==> config.mk <==
export PLATFORM = sky130hd
export DESIGN_NAME = gmsk_mem_arb
export DESIGN_NICKNAME = d
export VERILOG_FILES = /design/src/rtl/gmsk_mem_arb.sv
export SDC_FILE = /design/constraint.sdc
export NUM_CORES = 1
export LEC_CHECK = 0
export CAP_MARGIN = 20
export CORE_AREA = 3 3 106 108
export CTS_CLUSTER_DIAMETER = 200
export DETAILED_ROUTE_END_ITERATION = 8
export DIE_AREA = 0 0 109 111
export GPL_ROUTABILITY_DRIVEN = 1
export PLACE_DENSITY_LB_ADDON = 0.1
export SETUP_SLACK_MARGIN = 0.4
export SLEW_MARGIN = 20
export SYNTH_ARGS = -nofsm -noshare
export SYNTH_HDL_FRONTEND = slang
export SYNTH_SLANG_ARGS = --single-unit
==> constraint.sdc <==
create_clock -name clk -period 5.6 [get_ports clk]
set_clock_uncertainty 0.05 [all_clocks]
set_input_delay 1.4 -clock clk [delete_from_list [all_inputs] [get_ports clk]]
set_output_delay 1.4 -clock clk [all_outputs]
set_load 0.05 [all_outputs]
==> src/rtl/gmsk_mem_arb.sv <==
// Single-port memory arbiter for the GMSK-P1 core: fetch and load/store share one
// memory port, data wins by default, and a burst counter keeps fetch from starving.
module gmsk_mem_arb #(
  parameter int ADDR_W     = 32,
  parameter int DATA_W     = 32,
  parameter int MAX_DBURST = 4
) (
  input  logic                  clk,
  input  logic                  rst_n,
  input  logic                  if_req,
  input  logic [ADDR_W-1:0]     if_addr,
  output logic [DATA_W-1:0]     if_rdata,
  output logic                  if_ack,
  input  logic                  d_req,
  input  logic                  d_we,
  input  logic [ADDR_W-1:0]     d_addr,
  input  logic [DATA_W-1:0]     d_wdata,
  input  logic [DATA_W/8-1:0]   d_wstrb,
  output logic [DATA_W-1:0]     d_rdata,
  output logic                  d_ack,
  output logic                  m_req,
  output logic                  m_we,
  output logic [ADDR_W-1:0]     m_addr,
  output logic [DATA_W-1:0]     m_wdata,
  output logic [DATA_W/8-1:0]   m_wstrb,
  input  logic [DATA_W-1:0]     m_rdata,
  input  logic                  m_ack,
  output logic                  stall_o
);

  localparam logic [1:0] IDLE  = 2'd0;
  localparam logic [1:0] GNT_D = 2'd1;
  localparam logic [1:0] GNT_I = 2'd2;
  localparam logic [3:0] MAXB  = 4'(MAX_DBURST);

  logic [1:0]          state_r;
  logic [1:0]          state_nxt_s;
  logic [3:0]          dcnt_r;
  logic                m_req_r;
  logic                m_we_r;
  logic [ADDR_W-1:0]   m_addr_r;
  logic [DATA_W-1:0]   m_wdata_r;
  logic [DATA_W/8-1:0] m_wstrb_r;
  logic                idle_s;
  logic                burst_ok_s;
  logic                grant_d_s;
  logic                grant_i_s;

  assign idle_s     = (state_r == IDLE);
  assign burst_ok_s = (dcnt_r < MAXB);
  // Data wins unless fetch is waiting and the data burst budget is spent.
  assign grant_d_s  = idle_s & d_req & (~if_req | burst_ok_s);
  assign grant_i_s  = idle_s & ~grant_d_s & if_req;

  // Next-state selection for the grant FSM.
  always_comb begin
    state_nxt_s = state_r;
    case (state_r)
      IDLE: begin
        if (grant_d_s) begin
          state_nxt_s = GNT_D;
        end else if (grant_i_s) begin
          state_nxt_s = GNT_I;
        end else begin
          state_nxt_s = IDLE;
        end
      end
      GNT_D, GNT_I: begin
        if (m_ack) begin
          state_nxt_s = IDLE;
        end else begin
          state_nxt_s = state_r;
        end
      end
      default: state_nxt_s = IDLE;
    endcase
  end

  // FSM state and the registered memory request strobe.
  always_ff @(posedge clk or negedge rst_n) begin
    if (!rst_n) begin
      state_r <= IDLE;
      m_req_r <= 1'b0;
    end else begin
      state_r <= state_nxt_s;
      m_req_r <= (state_nxt_s != IDLE);
    end
  end

  // Latch the winner's request fields at grant time; they stay frozen until the next grant.
  always_ff @(posedge clk or negedge rst_n) begin
    if (!rst_n) begin
      m_we_r    <= 1'b0;
      m_addr_r  <= '0;
      m_wdata_r <= '0;
      m_wstrb_r <= '0;
    end else if (grant_d_s) begin
      m_we_r    <= d_we;
      m_addr_r  <= d_addr;
      m_wdata_r <= d_wdata;
      m_wstrb_r <= d_wstrb;
    end else if (grant_i_s) begin
      m_we_r    <= 1'b0;
      m_addr_r  <= if_addr;
      m_wdata_r <= '0;
      m_wstrb_r <= '0;
    end else begin
      m_we_r    <= m_we_r;
      m_addr_r  <= m_addr_r;
      m_wdata_r <= m_wdata_r;
      m_wstrb_r <= m_wstrb_r;
    end
  end

  // Consecutive data grants seen while fetch was waiting.
  always_ff @(posedge clk or negedge rst_n) begin
    if (!rst_n) begin
      dcnt_r <= 4'd0;
    end else if (grant_d_s) begin
      if (if_req && burst_ok_s) begin
        dcnt_r <= dcnt_r + 4'd1;
      end else if (if_req) begin
        dcnt_r <= dcnt_r;
      end else begin
        dcnt_r <= 4'd0;
      end
    end else if (grant_i_s) begin
      dcnt_r <= 4'd0;
    end else begin
      dcnt_r <= dcnt_r;
    end
  end

  assign m_req    = m_req_r;
  assign m_we     = m_we_r;
  assign m_addr   = m_addr_r;
  assign m_wdata  = m_wdata_r;
  assign m_wstrb  = m_wstrb_r;
  assign if_ack   = (state_r == GNT_I) & m_ack;
  assign d_ack    = (state_r == GNT_D) & m_ack;
  assign if_rdata = m_rdata;
  assign d_rdata  = m_rdata;
  assign stall_o  = (if_req & ~if_ack) | (d_req & ~d_ack);

endmodule

==> results.cfg <==
[worst_setup_path]
critPathCaptureType = output pin
path_class = in -> out
critPathMaxStageDelay_ps = 820
critical_path.top_delay_family = buffers and inverters
critical_path_required_ps = 4150
crit_path_cell_trace = clkdlybuf4s50_1 > inv_1 > o22ai_1 > clkdlybuf4s50_1
arrival_ps = 3120
path_buf_inv = 3
crit_path_frequent_cell = sky130_fd_sc_hd__clkdlybuf4s50_1
crit_path_max_fanout = 7
crit_path_start_kind = input pin
cp_slowest_cell = sky130_fd_sc_hd__clkdlybuf4s50_1

[run]
max_cap_viol_count = 0

[floorplan]
floorplan.die_area_sq_um = 12100
floorplan.initialDensity_pct = 35.09
fp.coreArea_sq_um = 10320
fp.dieH_um = 111
die_x_um = 109
floorplan.rows = 37
num_io_pins = 275

[synth]
synth.cell_area_sq_um = 3622
synth-seq-cells = 76
synthesized_nets = 451
yosys.area.top_type_share_pct = 52.50
synth_edf_count = 0
synth_cell_type_count = 25
synth_cells = 308
synth.avg_cell_area_sq_um = 11.76
synthesis.yosys.warnings = 0
yosys_most_used_dff = sky130_fd_sc_hd__dfrtp_1
synth_seq_area_share_pct = 52.50
most_area_consuming_cells_after_synthesis = sky130_fd_sc_hd__dfrtp_1 53%, sky130_fd_sc_hd__buf_4 13%, sky130_fd_sc_hd__a22o_1 8.9%
postSynth.asyncResetShare_pct = 100.0
post-synth-top-area-cell = sky130_fd_sc_hd__dfrtp_1

[routing]
routed.top_layer = met4
drt_pass1_iterations = 4
post-route-drc-count = 0
first_iter_violations = 144
drt-met1-wl_um = 4068
aggregate_routed_wire_length_um = 9577
via_per_inst = 4.906
via_count = 2723
dr_wl_met3_um = 943
detailroute.wirelength.met2_um = 4337
post_drt_wl_per_cell_um = 17.26
antenna_violating_nets_post_route = 0

[timing]
fmax_mhz = 219.0
report.final.hold_viol_count = 0
slew_headroom_pct = 38.45
timing.final.crit_period_ps = 4565
layout_worst_path_cycle_share_pct = 81.52
rsz0062_at_grt = false
setup_slack_ps = 1035
timing.final.setup_violations = 0
final.setup.tns_ps = 0
timing_max_transition_violations_final = 0
max_slew.worst_pin.slew_ps = 919.7

[worst_hold_path]
worstHoldPathType = reg -> reg

[clock_network]
clk_transition_reported_paths_ps = 70
cts_inserted_buffers = 9
cts_num_sinks = 76
cts_setup_buffers = 0
ctsHoldBuffers = 0
clock_tree.htree_level_count = 3
post_cts_resized = 0
cts_buffer_depth = 2
clk_latency_ps = 320
clock_tree.root_cell = sky130_fd_sc_hd__clkbuf_8
cts_tree = yes

[power]
p_leak_nw = 2.209
finalPower_w = 0.003310
worst_ir_drop_vdd_v = 0.0002819
p_per_area_nw_per_um2 = 635.9

[layout]
layout-drive-gt1-share_pct = 5.251
diodes = 0
area_growth_syn_to_layout_pct = 43.70
finalNetCount = 558
post-route-util_pct = 50.42

[place]
routabilityCongestion = 0.7246
port_buffer_count = 178
dp.final_hpwl_um = 6546
post_place_setup_slack_ps = 1018

[global_routing]
grt.overflow.total = 0
number_of_global_route_vias_before_repair = 2724
grt_pass1_wl_um = 14590
grt_max_degree = 77
antenna_found_initial = 0
groute.usage.overall_pct = 15.36

[status]
outcome = finished, final reports clean
[state kept, by name, indices dropped and copies added (netlist names)]
signal,count
dcnt_r,4
m_addr,32
m_req,1
m_wdata,32
m_we,1
m_wstrb,4
state_r,2
[metrics by stage]
step                      hold slack, ps  std cells  cell area [sq um]
final                              451.1        555               5205
after global routing               467.5        555               5205
after CTS                          456.4        555               5201
after detailed placement           431.1        540               4987
after global placement             432.2        540               4980
after floorplan                    408.8        308               3622
[cells in the mapped netlist, types with 5 or more instances]
cell / n
sky130_fd_sc_hd__nand3_1: 9
sky130_fd_sc_hd__a221o_1: 25
sky130_fd_sc_hd__o211ai_1: 7
sky130_fd_sc_hd__dfrtp_1: 76
sky130_fd_sc_hd__a22o_1: 37
sky130_fd_sc_hd__ha_1: 5
sky130_fd_sc_hd__and2_1: 29
sky130_fd_sc_hd__inv_1: 5
sky130_fd_sc_hd__buf_2: 11
sky130_fd_sc_hd__nand2_1: 16
sky130_fd_sc_hd__buf_6: 6
sky130_fd_sc_hd__buf_4: 64
[cell usage in the layout, fill, tap and decap left out, types with 2 or more instances in the layout]
cell,n
sky130_fd_sc_hd__a221o_1,25
sky130_fd_sc_hd__a22o_1,37
sky130_fd_sc_hd__a32o_1,2
sky130_fd_sc_hd__and2_1,29
sky130_fd_sc_hd__bufinv_16,2
sky130_fd_sc_hd__clkbuf_8,9
sky130_fd_sc_hd__clkdlybuf4s50_1,177
sky130_fd_sc_hd__clkinv_4,2
sky130_fd_sc_hd__dfrtp_1,76
sky130_fd_sc_hd__ha_1,5
sky130_fd_sc_hd__inv_1,5
sky130_fd_sc_hd__nand2_1,16
sky130_fd_sc_hd__nand3_1,9
sky130_fd_sc_hd__nor2_1,2
sky130_fd_sc_hd__o211ai_1,7
[kinds of logic (layout without fill, tap and decap cells)]
group | after synthesis | in the layout | synth area share, %
fa+ha+maj | 5 | 5 | 1.727
compound gates | 80 | 80 | 19.62
flops | 76 | 76 | 52.50
simple gates | 59 | 59 | 8.774
buf+inv | 88 | 199 | 17.37
[final cells by class]
type                       count  area (sq um)
fill                         960          5119
sequential                    76          1902
timing repair buffer         179          1790
multi-input combinational    144          1110
tap                          136         170.2
clock buffer                   9         123.9
clock inverter                 6         90.09
inverter                       5         18.77
[worst paths after layout]
path                                  from     endpoint  slack, ps  cells past startpoint
worst min register to register  m_wdata[1]   m_wdata[1]        450                      1
worst min-delay path            m_wdata[1]   m_wdata[1]        450                      1
max in group asynchronous            rst_n    dcnt_r[1]       3970                      1
worst max register to register  state_r[0]    m_addr[0]       3240                      5
worst max-delay path                 d_req      stall_o       1030                      4
min in group asynchronous            rst_n  m_wdata[17]       1030                      1
[layer usage]
metal / GRT usage, % / vias up
li1: - / 1258
met1: 20.06 / 1292
met2: 23.63 / 141
met3: 4.135 / 32
met4: 6.818 / 0
met5: 0 / -
[where the power goes]
group / total, W / switching [W] / internal (W) / leakage, nW
logic: 0.00194 / 0.00124 / 0.000700 / 1.15
registers: 0.000915 / 0.000125 / 0.000790 / 0.954
clock network: 0.000450 / 0.000201 / 0.000249 / 0.105
total: 0.00331 / 0.00157 / 0.00174 / 2.21
No activity file was read; power rests on OpenSTA's default activity.
